## config.mk

```make
export PLATFORM = sky130hd
export DESIGN_NAME = mem_port_arbiter
export DESIGN_NICKNAME = d
export VERILOG_FILES = /design/src/rtl/mem_port_arbiter.sv
export SDC_FILE = /design/constraint.sdc
export NUM_CORES = 1
export LEC_CHECK = 0
export ABC_AREA = 1
export BUFFER_PORTS_ARGS = -buffer_cell sky130_fd_sc_hd__buf_4
export CAP_MARGIN = 20
export CORE_AREA = 2 2 106 108
export DETAILED_ROUTE_END_ITERATION = 10
export DIE_AREA = 0 0 108 110
export PLACE_DENSITY = 0.7
export SYNTH_ARGS = -nofsm -noshare
export SYNTH_HDL_FRONTEND = slang
export SYNTH_SLANG_ARGS = --single-unit
```

## constraint.sdc

```tcl
create_clock -name i_clk -period 1.5 [get_ports i_clk]
set_input_delay 0.225 -clock i_clk [delete_from_list [all_inputs] [get_ports i_clk]]
set_output_delay 0.225 -clock i_clk [all_outputs]
set_load 0.005 [all_outputs]
```

## src/rtl/mem_port_arbiter.sv

```systemverilog
// Round-robin arbiter sharing one single-ported memory between NUM_REQ requesters.
// One transaction in flight; command is registered and held until the memory acks.
module mem_port_arbiter #(
  parameter int NUM_REQ = 2,
  parameter int ADDR_W  = 32,
  parameter int DATA_W  = 32
) (
  input  logic                      i_clk,
  input  logic                      i_reset,
  input  logic [NUM_REQ-1:0]        i_req,
  input  logic [NUM_REQ*ADDR_W-1:0] i_addr,
  input  logic [NUM_REQ-1:0]        i_wen,
  input  logic [NUM_REQ*DATA_W-1:0] i_wdata,
  output logic [NUM_REQ-1:0]        o_gnt,
  output logic [NUM_REQ-1:0]        o_done,
  output logic [DATA_W-1:0]         o_rdata,
  output logic                      o_mem_req,
  output logic [ADDR_W-1:0]         o_mem_addr,
  output logic                      o_mem_wen,
  output logic [DATA_W-1:0]         o_mem_wdata,
  input  logic                      i_mem_ack,
  input  logic [DATA_W-1:0]         i_mem_rdata,
  output logic                      o_busy,
  output logic                      o_err
);

  localparam int IW = (NUM_REQ > 1) ? $clog2(NUM_REQ) : 1;

  typedef enum logic {IDLE, BUSY} state_t;

  state_t              state_q, state_d;
  logic [IW-1:0]       owner_q, owner_d;
  logic [IW-1:0]       ptr_q, ptr_d;
  logic [ADDR_W-1:0]   addr_q, addr_d;
  logic                wen_q, wen_d;
  logic [DATA_W-1:0]   wdata_q, wdata_d;
  logic                err_q, err_d;

  logic [IW-1:0]       win;
  logic                found;
  logic [IW:0]         idx;

  // First requester at or after ptr, wrapping modulo NUM_REQ
  always_comb begin
    win   = '0;
    found = 1'b0;
    idx   = '0;
    for (int i = 0; i < NUM_REQ; i++) begin
      idx = {1'b0, ptr_q} + (IW+1)'(i);
      if (idx >= (IW+1)'(NUM_REQ)) idx = idx - (IW+1)'(NUM_REQ);
      if (!found && i_req[idx[IW-1:0]]) begin
        found = 1'b1;
        win   = idx[IW-1:0];
      end
    end
  end

  always_comb begin
    state_d = state_q;
    owner_d = owner_q;
    ptr_d   = ptr_q;
    addr_d  = addr_q;
    wen_d   = wen_q;
    wdata_d = wdata_q;
    err_d   = err_q;
    o_gnt   = '0;
    o_done  = '0;
    o_rdata = '0;
    unique case (state_q)
      IDLE: begin
        if (i_mem_ack) err_d = 1'b1;
        if (found) begin
          o_gnt[win] = 1'b1;
          state_d    = BUSY;
          owner_d    = win;
          addr_d     = i_addr[win*ADDR_W +: ADDR_W];
          wen_d      = i_wen[win];
          wdata_d    = i_wdata[win*DATA_W +: DATA_W];
        end
      end
      BUSY: begin
        if (i_mem_ack) begin
          o_done[owner_q] = 1'b1;
          o_rdata         = i_mem_rdata;
          state_d         = IDLE;
          ptr_d = (owner_q == IW'(NUM_REQ-1)) ? '0 : owner_q + 1'b1;
        end
      end
      default: state_d = IDLE;
    endcase
  end

  always_ff @(posedge i_clk) begin
    if (i_reset) begin
      state_q <= IDLE;
      owner_q <= '0;
      ptr_q   <= '0;
      addr_q  <= '0;
      wen_q   <= 1'b0;
      wdata_q <= '0;
      err_q   <= 1'b0;
    end else begin
      state_q <= state_d;
      owner_q <= owner_d;
      ptr_q   <= ptr_d;
      addr_q  <= addr_d;
      wen_q   <= wen_d;
      wdata_q <= wdata_d;
      err_q   <= err_d;
    end
  end

  assign o_mem_req   = (state_q == BUSY);
  assign o_busy      = (state_q == BUSY);
  assign o_mem_addr  = addr_q;
  assign o_mem_wen   = wen_q;
  assign o_mem_wdata = wdata_q;
  assign o_err       = err_q;

endmodule

```

[After elaboration in Yosys (flattened, before gate mapping)]
Index checks and enable logic that the tools add are counted.
Storage, ports and cells
  flip-flop bits (word level): 69
  bits in latches: 0
  RAM bits: 0
  memory bits (read-only): 0
  input bits: 167
  output and inout port bits: 104
  word-level logic and storage cells: 55
  memories: 0
Cells by class
  $add $sub $neg: 4
  multipliers: 0
  divide/modulo/power cells: 0
  $lt $le $gt $ge: 8
  eq/ne operators: 0
  shifts and indexed selects: 2
  multiplexer cells: 26
  bitwise logic cells: 1
  reduce and logical (&&, ||, !) cells: 7
Operators with widths (count)
  64-bit by 7-bit indexed part select with 32-bit output: 2
  32-bit 2-to-1 mux: 2
  1-bit 2-to-1 mux: 17
  1-bit by 2-bit < comparator with 1-bit output (second input constant): 4
  2-bit 2-to-1 mux: 4
  2-bit AND reduction: 3
  1-bit logical AND: 3
  1-bit by 1-bit adder with 2-bit output (second input constant): 1
  1-bit demux with 1-bit select: 2
  1-bit greater-or-equal comparator (second input constant): 2
  1-bit by 2-bit greater-or-equal comparator with 1-bit output (second input constant): 1
  2-bit greater-or-equal comparator (second input constant): 1
  1-bit one-hot mux with 2 select lines: 1
  1-bit subtractor (second input constant): 2
  1-bit adder (second input constant): 1
  1-bit logical NOT: 1
  1-bit NOT: 1

[Longest topological paths before layout]
Gate-level depths: netlist of run 1.
  depth after elaboration: 14
  depth in mapped cells: 8
  mapped depth without buffers: 6

[Least setup slack after synthesis of run 1]
Ideal clock, no wire load.
  path kind: register to output
  from: register state_q, in the netlist o_busy
  to: output o_gnt[1]
  data arrival time: 0.980 ns
  setup slack: 0.295 ns
  stages on the path, launching flop included: 6
  buffers on the path: 2
  cell sequence: dfxtp_1 > inv_1 > buf_2 > buf_2 > nand3_1 > inv_1
Between the ends
  word-level cells in the longest chain between the ends: 1
Ends and longest elaborated chain
  start, declared: RTL line 31  | state_t state_q, state_d;
  start signal, assigned: RTL line 103  | state_q <= state_d;
  2-bit 2-to-1 mux: RTL line 69  | unique case (state_q)
  end, declared: RTL line 14  | output logic [NUM_REQ-1:0] o_gnt,
Every way passes these cells.

[Worst setup path after layout of run 1]
  from: register state_q, in the netlist o_busy
  to: output o_rdata[13]
Between the ends
  word-level cells in the longest chain between the ends: 1
Ends and longest elaborated chain
  32-bit 2-to-1 mux: RTL line 69
  end, declared: RTL line 16  | output logic [DATA_W-1:0] o_rdata,
Every way passes these cells.

==> impl_results.md, run 1 <==
- Worst-path fanout max: 16
- Core Area: 10,700 µm²
- Filler cells: 1,030
- Synth top area share: 35.6%
- First-pass GRT wire length: 21,700 µm
- Startpoint types: register
- Nets@finish: roughly 1,000
- CTS root buffer: clkbuf_8
- Skew final: between 9 and 10 ps
- Die Y: around 110 µm
- Hold Worst Slack: roughly 150 ps
- Hold_sp: i_mem_ack
- Ant. Diodes: 0
- Outcome: finished, final reports clean
- Global-route congestion overflow total: 0
- Most frequent cells in the layout: buf_4, nand2_1, nand3_1, inv_1, dfxtp_1
- Power Total: roughly 5.2 mW
- Pins Over Slew Limit: 0
- Clock buffer count from CTS: 9
- Fmax: 0.701 GHz
- Gpl congestion: roughly 0.77
- Gate Count Post-Synth: 620
- CP Cell Sequence: nand2_4, clkbuf_16, nor2_1, buf_4
- Hold EP: o_err
- Num ports: about 270
- Worst endpoint required time: 1270 ps
- WHS Path Cells: 3
- Sequential share of the synthesized area: a little over a third
- Power Density: approximately 820 nW/µm²
- Vias in the first global route: about 4,500
- Int Power: approximately 3.7 mW
- Cell leakage power: ~3.7 nW
- R2r startpoint: ptr_q
- Yosys reg bits: 69
- Syn_area_per_cell: ~6.3 µm²
- Clock transition at path regs: roughly 80 ps
- Synth unique cells: 16
- Setup TNS: 0 ps
- CP Capture Type: primary output
- Hold Path Class: input pin to register
- Initial antenna violation count: 0
- Max Root-Sink Buffers: 2
- Post-Synth XOR/XNOR Area: 0%
- Synth Area in Compound Gates: under 10%
- CTS Sinks: between 60 and 70
- Synthesized area: 3880 µm²
- CTS HTree Levels: 3
- FF-to-FF setup slack: between 200 and 250 ps
- Input/output buffers: between 200 and 300
- Finish-stage setup viols: 0
- WP data arrival: about 1200 ps
- Drt first pass iters: 7
- Commonest non-fill, non-tap cell in the layout: buf_4
- Endpoints failing hold: 0
- Post-synthesis mux area share: 0%
- Row cnt: 38
- Worst Setup Slack, final: about 74 ps
- Slew at the pin closest to its max-slew limit: between 400 and 500 ps
- Syn_nets: 787
- R2R cell count: 7
- RSZ-0062 raised after global routing: false
- Register share of total power: 39.7%
- Post-route clock period utilization: 95.0%
- Yosys warnings: 0
- Final critical-path required period: about 1400 ps
- Cell Count, Final, Fillers Out: 1,021
- GRT Overall Usage: 23.0%
- Crit. Startpoint: o_busy
- Post-Synth Adder-Cell Area: 0%
- Critical-path top delay cell: dfxtp_4
- CP max stage delay: between 300 and 400 ps
- Synth top area cells: dfxtp_1, nand3_1, nand2_1
- Via count: just under 5,000
- Reg2reg end: o_mem_addr[12]
- Switching part of the total power: 29.8%
- Starting Density: a little over a third
- Largest family of logic cells by synthesized area: simple AND/OR/NAND/NOR gates
- Clk pwr share: roughly 31%
- Number of routed nets with antenna violations: 0
- Area Growth Syn to Fin: 64.3%
- NetSw: roughly 1.6 mW
- Slew margin rel.: 71.4%
- Crit Path Class: register to primary output
- Total Wirelength: ~15,000 µm
- Die area: ~12,000 µm²
- Placement Setup Slack: ~200 ps
- Gate power share: between 20% and 30%
- Simple-Gate Fraction of Synth Area: about two fifths
- Die X: about 110 µm
- Largest net degree at the start of global routing: 46
- Placed insts: approximately 1,000
- Cell taking the most area after synthesis: dfxtp_1
- HPWL after DPL: approximately 11,000 µm
- Max_cap viols: 0
- Via-per-instance ratio: just under 5
- Starting DRT DRC Count: approximately 250
- Worst-Skew Late Latency: 340 ps
- Share of cells above drive strength 1: 36.7%
- Hold Buf Count CTS: 0
- Max VDD drop: between 0.0004 and 0.0005 V
- CTS tree: yes
- Drc violations: 0
- Routed len/inst: approximately 14 µm
==> routing by layer <==
metal | global-route usage, % | share of wire (%) | up-vias
met5 | 0 | 0 | -
met4 | 8.06 | 1.7 | 0
met3 | 6.23 | 8.8 | 21
met2 | 38.1 | 48 | 193
met1 | 28.9 | 42 | 2231
li1 | - | - | 2459
==> per-stage QoR <==
stage          util (%)  area (µm²)
2_1_floorplan         -        3880
3_3_place_gp       56.0        5990
3_5_place_dp       56.0        5990
4_1_cts            58.9        6300
5_1_grt            59.7        6380
6_report           59.7        6380
==> sequential cells by signal, summed over array words and instances (netlist names) <==
name / flops
o_mem_addr: 32
o_mem_wdata: 32
o_busy: 1
o_err: 1
o_mem_wen: 1
owner_q: 1
ptr_q: 1
==> worst max-delay path: cells and delay by family, from the launching register on <==
family,cells,cell delay (ps)
and+or+nand+nor,2,180
DFF,1,390
buffers and inverters,2,290
==> power groups by stage <==
| stage | sequential, mW | combinational, mW | clock (mW) |
|---|---|---|---|
| final | 2.07 | 1.54 | 1.61 |
| after floorplan | 2.11 | 0.671 | 0 |
| after global routing | 2.09 | 1.70 | 1.73 |
| after CTS | 2.07 | 1.52 | 1.66 |
| after global placement | 2.11 | 1.44 | 0 |
| after detailed placement | 2.11 | 1.47 | 0 |
==> cell usage after synthesis <==
library cell / instances
nand4_1: 45
nand3_1: 132
nand2_1: 136
inv_1: 124
inv_2: 2
nor2_1: 35
dfxtp_1: 69
o21ai_2: 1
buf_4: 8
buf_1: 7
buf_2: 14
clkbuf_1: 14
buf_6: 8
a21oi_4: 1
a21oi_1: 23
o22ai_1: 1
==> repair_timing <==
| item | 4_1_cts | 5_1_grt |
|---|---|---|
| gates resized for setup | 7 | 8 |
| pin swaps | 1 | 0 |
| setup buffers | 1 | 4 |
| endpoints found under the setup margin | 35 | 35 |
| endpoints found under the hold margin | 0 | 0 |
| gates cloned | 2 | 1 |
==> cell type report <==
class	count	area, µm²	share of cell area [%]
Sequential cell	69	1390	21.7
Tap cell	140	175	2.74
Multi-Input combinational cell	374	1760	27.5
Clock inverter	5	58.8	0.921
Clock buffer	11	151	2.37
Timing Repair Buffer	296	2380	37.2
Inverter	126	475	7.45
==> kinds of logic (layout without fill, tap and decap cells) <==
| family | Yosys count | after routing |
|---|---|---|
| compound gates | 26 | 26 |
| buf+inv | 177 | 438 |
| flops | 69 | 69 |
| simple gates | 348 | 348 |
==> worst max path at each step <==
stage / endpoint / slack, ps / depth (start not counted)
finish: o_rdata[13] / 70 / 4
global placement: o_rdata[10] / 190 / 4
CTS: o_rdata[10] / -10 / 4
floorplan: o_gnt[1] / 290 / 5
global route: o_gnt[0] / 3 / 5
detailed placement: o_mem_addr[23] / 200 / 7
Power figures use the tool's default switching activity.
==> run 2, diff against run 1 <==
- ABC_AREA: 1 -> default
- PLACE_DENSITY: 0.7 -> 0.64
==> run 2 against run 1 <==
  * Highest routed layer unchanged
  * Combinational power is 12% lower
  * First-iteration DRC count is 11% lower
  * Routed wire length is 12% lower
  * Sequential share of layout area is 2.6 points higher
  * The run now ends with setup timing left
==> impl_results.md, run 2 <==
- Global-route congestion overflow total: 0 (unchanged)
- CP Capture Type: primary output
- Via-per-instance ratio: 5.17 (+7.6%)
- Sequential share of the synthesized area: 42.6% (+7.0 points)
- Yosys reg bits: 69 (unchanged)
- Number of synthesized flops with an enable pin: 0 (unchanged)
- First-pass GRT wire length: 18,500 µm (-15%)
- Worst-Skew Late Latency: 340 ps (about the same)
- Row cnt: 38 (unchanged)
- Synthesized area: 3240 µm² (-16%)
- Register share of total power: 43.7% (+4.0 points)
- Gpl congestion: 0.807 (+4.6%)
- Starting Density: 30.3% (-6.0 points)
- Power Total: 4.79 mW (-8.4%)
- Fmax: 0.661 GHz (-5.8%)
- Ant. Diodes: 0 (unchanged)
- Violated checks: setup timing
- Share of cells above drive strength 1: 53.1% (+16 points)
- Final critical-path required period: 1510 ps (+88.0 ps)
- Skew final: 5.29 ps (-3.87 ps)
- Finish-stage setup viols: 19 (+19)
- Post-synth top cells: dfxtp_1, a221o_1, nor3b_1
- Slew at the pin closest to its max-slew limit: 315 ps (-113 ps)
- RSZ-0062 raised after global routing: true
- Largest net degree at the start of global routing: 55 (+20%)
- Routed len/inst: 17.2 µm (+20%)
- Clock buffer count from CTS: 9 (unchanged)
- Outcome: finished with violations
- Total Wirelength: 12,800 µm (-12%)
- Int Power: 3.50 mW (-4.6%)
- CTS root buffer: clkbuf_8
- Area Growth Syn to Fin: 76.2%
- Num ports: 271 (unchanged)
- Worst endpoint required time: 1270 ps (about the same)
- Hold Buf Count CTS: 0 (unchanged)
- CTS Sinks: 69 (unchanged)
- Die area: 11,900 µm² (unchanged)
- Post-Synth Adder-Cell Area: 0% (unchanged)
- Worst Setup Slack, final: -13.5 ps (-88.0 ps)
- Gate Count Post-Synth: 337 (-46%)
- CTS tree: yes
- Via count: 3,852 (-21%)
- Synth top area cells: dfxtp_1, a221o_1, nor3b_1
- Clk pwr share: 27.9% (-2.9 points)
- WP data arrival: 1290 ps (+90 ps)
- Post-Synth XOR/XNOR Area: 0% (unchanged)
- Drc violations: 0 (unchanged)
- Worst-path fanout max: 21 (+5)
- Setup TNS: -148 ps (-148 ps)
- Final core utilization: 53.4% (-6.2 points)
- NetSw: 1.29 mW (-17%)
- Core Area: 10,700 µm² (unchanged)
- Nets@finish: 769 (-26%)
- Crit Path Class: register to primary output
- GRT Overall Usage: 20.0% (-3.0 points)
- Input/output buffers: 270 (unchanged)
- Hold Path Class: input pin to register
- Vias in the first global route: 3,693 (-18%)
- Largest family of logic cells by synthesized area: compound AO/OA/AOI/OAI gates
- Slew margin rel.: 79.0% (+7.6 points)
- Endpoints failing hold: 0 (unchanged)
- Max_cap viols: 0 (unchanged)
- Gate power share: 28.4% (-1.1 points)
- Ys async rst share: 0% (unchanged)
- Synth Area in Compound Gates: 24.7% (+21 points)
- Synth unique cells: 25 (+9)
- Die Y: 110 µm (unchanged)
- Power Density: 838 nW/µm² (+2.3%)
- WHS Path Cells: 2 (-1)
- Switching part of the total power: 26.9% (-2.9 points)
- Commonest non-fill, non-tap cell in the layout: buf_4
- Cell taking the most area after synthesis: dfxtp_1
- Drt first pass iters: 6 (-1)
- Clock transition at path regs: 70 ps (about the same)
- Cell leakage power: 2.75 nW (-27%)
- Most common cell in the netlist: dfxtp_1
- Startpoint types: register
- Post-route clock period utilization: 101% (+5.9 points)
- Number of routed nets with antenna violations: 0 (unchanged)
- Simple-Gate Fraction of Synth Area: 24.3% (-17 points)
- Synth top area share: 42.6% (+7.0 points)
- Pins Over Slew Limit: 0 (unchanged)
- Initial antenna violation count: 0 (unchanged)
- Die X: 108 µm (unchanged)
- Starting DRT DRC Count: 223 (-11%)
- Syn_nets: 504 (-36%)
- Max VDD drop: 0.000378 V (-19%)
- R2R cell count: 5 (-2)
- Syn_area_per_cell: 9.62 µm² (+54%)
- Post-synthesis mux area share: 0% (unchanged)
- HPWL after DPL: 9110 µm (-14%)
- Max Root-Sink Buffers: 2 (unchanged)
- CTS HTree Levels: 3 (unchanged)
- Most frequent cells in the layout: buf_4, dfxtp_1, nor3b_1, a221o_1, and3_1
- Yosys warnings: 0 (unchanged)
- Commonest register cell after synthesis: dfxtp_1
[run 2: kinds of logic after synthesis]
family / after synthesis
buffers and inverters: 47
and+or+nand+nor: 128
DFF: 69
AOI/OAI and AO/OA: 93
[run 2: power by group through the flow]
| stage | sequential, mW | clock [mW] | combinational [mW] |
|---|---|---|---|
| 2_1_floorplan | 2.13 | 0 | 0.501 |
| 3_5_place_dp | 2.14 | 0 | 1.29 |
| 4_1_cts | 2.10 | 1.38 | 1.32 |
| 6_report | 2.09 | 1.34 | 1.36 |
| 3_3_place_gp | 2.13 | 0 | 1.27 |
| 5_1_grt | 2.11 | 1.46 | 1.47 |
[run 2: final timing paths]
| check | slack [ps] | from | to |
|---|---|---|---|
| max | -10 | o_busy | o_rdata[15] |
| min | 100 | i_addr[58] | o_mem_addr[26] |
| max reg2reg | -10 | ptr_q | o_mem_wdata[11] |
| min reg2reg | 500 | o_mem_wdata[24] | o_mem_wdata[24] |
[run 2: critical path, cell delays in order (launching register included)]
cell and delay, ps:
dfxtp_4 370, bufbuf_16 290, and3_1 170, buf_4 130
[run 2: per-layer routing]
layer  global-route usage, %  routed length (µm)  vias to the layer above  share of wire (%)
met4                    10.1                 399                        0                3.1
met5                       0                   0                        -                  0
met2                    34.2                6360                      217                 49
li1                        -                   -                     1839                  -
met3                    4.70                1020                       25                8.0
met1                    23.5                5070                     1771                 39
[run 2: area by class of cell]
| type | instances | area (µm²) |
|---|---|---|
| Clock buffer | 12 | 155 |
| Clock inverter | 2 | 10.0 |
| Tap cell | 140 | 175 |
| Multi-Input combinational cell | 222 | 1620 |
| Sequential cell | 69 | 1390 |
| Timing Repair Buffer | 297 | 2350 |
| Fill cell | 995 | 4980 |
| Inverter | 3 | 11.3 |
[run 2: timing repair]
action / in CTS / in global routing
cloned: 2 / 1
resized for setup: 7 / 6
setup buffers: 2 / 9
hold endpoints to repair: 0 / 0
endpoints found under the setup margin: 36 / 62
pin swaps: 0 / 13
[run 2: per-stage QoR]
stage	setup slack, ps	hold WS, ps	cell area [µm²]	std cells
after floorplan	69.3	363	3240	337
after global placement	118	447	5370	718
after detailed placement	106	452	5370	718
after CTS	-41.5	78.5	5600	735
after global routing	-70.2	83.1	5720	745
final	-13.5	98.1	5720	745
==> run 3, diff against run 2 <==
- PLACE_DENSITY: 0.64 -> 0.72
==> run 3 against run 2 <==
  * The run still ends with setup timing left
  * Register-to-register slack hardly changed
  * Clock power grew 5%
  * Routed wire length increased by 6.2%
  * Hold slack got worse by 5.3 ps
  * Final cell count grew 0.94%
  * Die area did not move
  * Critical path depth up 3
  * Non-clock buffer count increased by 6
==> impl_results.md, run 3 (synthesis gave the netlist of run 2 again) <==
- Area Growth Syn to Fin: 81.9%
- Input/output buffers: 270 (unchanged)
- Share of cells above drive strength 1: 54.2% (+1.2 points)
- Worst Setup Slack, final: -16.0 ps (-2.46 ps)
- Slew at the pin closest to its max-slew limit: 324 ps (+8.33 ps)
- Initial antenna violation count: 0 (unchanged)
- Die X: 108 µm (unchanged)
- Post-route clock period utilization: 101% (+0.16 points)
- Gpl congestion: 0.819 (+1.5%)
- Endpoints failing hold: 0 (unchanged)
- Via count: 3,953 (+2.6%)
- Outcome: finished with violations
- Finish-stage setup viols: 7 (-12)
- Max VDD drop: 0.000439 V (+16%)
- Slew margin rel.: 78.4% (-0.56 points)
- Placed insts: 717 (-0.14%)
- Pins Over Slew Limit: 0 (unchanged)
- Reg2reg end: o_mem_wdata[3]
- Number of routed nets with antenna violations: 0 (unchanged)
- Max Root-Sink Buffers: 2 (unchanged)
- Cell Count, Final, Fillers Out: 752 (+0.94%)
- Power Density: 836 nW/µm² (-0.21%)
- HPWL after DPL: 8860 µm (-2.8%)
- CP max stage delay: 370 ps (about the same)
- FF-to-FF setup slack: -20 ps (about the same)
- Drt first pass iters: 5 (-1)
- Clock buffer count from CTS: 9 (unchanged)
- Setup TNS: -36.7 ps (+112 ps)
- First-pass GRT wire length: 17,800 µm (-3.4%)
- CTS HTree Levels: 3 (unchanged)
- Via-per-instance ratio: 5.26 (+1.7%)
- CP Capture Type: register
- Worst-path fanout max: 6 (-71%)
- R2r startpoint: o_busy
- GRT Overall Usage: 19.1% (-0.96 points)
- Cell leakage power: 2.82 nW (+2.6%)
- Worst-Skew Late Latency: 350 ps (about the same)
- Starting DRT DRC Count: 222 (-0.45%)
- Power Total: 4.93 mW (+3.0%)
- Vias in the first global route: 3,662 (-0.84%)
- Max_cap viols: 0 (unchanged)
- Critical-path top delay cell: dfxtp_4
- CP Cell Sequence: buf_6, buf_6, nor4_4, buf_6, clkbuf_16, a221o_1
- Violated checks: setup timing
- Nets@finish: 774 (+0.65%)
- Commonest non-fill, non-tap cell in the layout: buf_4
- RSZ-0062 raised after global routing: true
- Clock transition at path regs: 80 ps (about the same)
- Most used cell along the critical path: buf_6
- Fmax: 0.660 GHz (-0.16%)
- Drc violations: 0 (unchanged)
- Die Y: 110 µm (unchanged)
- Row cnt: 38 (unchanged)
- Crit. Startpoint: o_busy
- CTS root buffer: clkbuf_8
- CTS tree: yes
- Die area: 11,900 µm² (unchanged)
- CTS Sinks: 69 (unchanged)
- Setup crit end: o_mem_wdata[3]
- Most frequent cells in the layout: buf_4, dfxtp_1, a221o_1, nor3b_1, and3_1
- Total Wirelength: 13,600 µm (+6.2%)
- Num ports: 271 (unchanged)
- Crit Path Class: register to register
- Core Area: 10,700 µm² (unchanged)
- Hold Path Class: input pin to register
- Startpoint types: register
- R2R cell count: 6 (+1)
- Post-Place Cell Area: 5350 µm² (-0.37%)
- Starting Density: 30.3% (unchanged)
- Worst endpoint required time: 1800 ps (+530 ps)
- Largest net degree at the start of global routing: 58 (+5.5%)
- Ant. Diodes: 0 (unchanged)
- Final critical-path required period: 1520 ps (+2.46 ps)
- Global-route congestion overflow total: 0 (unchanged)
- Skew final: 5.63 ps (+0.333 ps)
- WP data arrival: 1810 ps (+520 ps)
- Design area: 5900 µm² (+3.2%)
- Routed len/inst: 18.1 µm (+5.2%)
-- run 3: changes by cell type in the layout (fill, tap and decap cells not counted), moves of 3 or more --
cell       change
buf_6          +5
nor3b_2        +3
buf_4          -5
clkbuf_16      +7
nor3b_1        -3
-- run 3: where the power goes --
| group | switching [mW] | total (mW) | internal [mW] |
|---|---|---|---|
| combinational | 0.557 | 1.43 | 0.870 |
| sequential | 0.0925 | 2.09 | 2.00 |
| clock | 0.725 | 1.41 | 0.683 |
| total | 1.37 | 4.93 | 3.56 |
-- run 3: per-stage QoR --
step / hold slack [ps] / setup slack (ps) / util, %
after global routing: 72.9 / -70.1 / 55.1
after detailed placement: 452 / 55.4 / 50.0
final: 92.8 / -16.0 / 55.1
after floorplan: 363 / 69.3 / -
after global placement: 447 / 103 / 50.0
after CTS: 72.6 / -0.935 / 52.3
-- run 3: cell type report --
| cell class | instances | area, µm² |
|---|---|---|
| fillers | 949 | 4800 |
| repair buffers | 303 | 2510 |
| multi-input cells | 221 | 1640 |
| flip-flops and latches | 69 | 1390 |
| well taps | 140 | 175 |
| clock buffers | 12 | 155 |
| clock inverters | 4 | 22.5 |
| inverters | 3 | 11.3 |
-- run 3: timing repair --
item,CTS,global route
pin swaps,0,39
buffers inserted,2,7
hold buffers,0,0
gates cloned,0,11
endpoints found under the setup margin,38,59
gates resized for setup,12,16
-- run 3: critical path, delay by kind of cell (launching register included) --
| kind | cells | cell delay (ps) |
|---|---|---|
| AOI/OAI and AO/OA | 1 | 140 |
| buffers and inverters | 4 | 630 |
| DFF | 1 | 370 |
| and+or+nand+nor | 1 | 310 |
-- run 3: per-layer routing --
| layer | part of all wire (%) | GRT usage [%] | routed length (µm) | vias to the layer above |
|---|---|---|---|---|
| met1 | 39 | 22.9 | 5340 | 1876 |
| li1 | - | - | - | 1843 |
| met4 | 2.3 | 9.25 | 318 | 0 |
| met5 | 0 | 0 | 0 | - |
| met2 | 51 | 32.9 | 6960 | 210 |
| met3 | 7.4 | 3.47 | 1020 | 24 |
-- run 3: how the worst min path moves through the flow --
stage | start | slack [ps] | cells past startpoint | end
finish | i_addr[8] | 90 | 2 | o_mem_addr[8]
global route | i_addr[37] | 70 | 2 | o_mem_addr[5]
CTS | i_addr[27] | 70 | 2 | o_mem_addr[27]
detailed placement | i_wdata[4] | 450 | 2 | o_mem_wdata[4]
global placement | i_addr[27] | 450 | 2 | o_mem_addr[27]
floorplan | i_addr[10] | 360 | 1 | o_mem_addr[10]
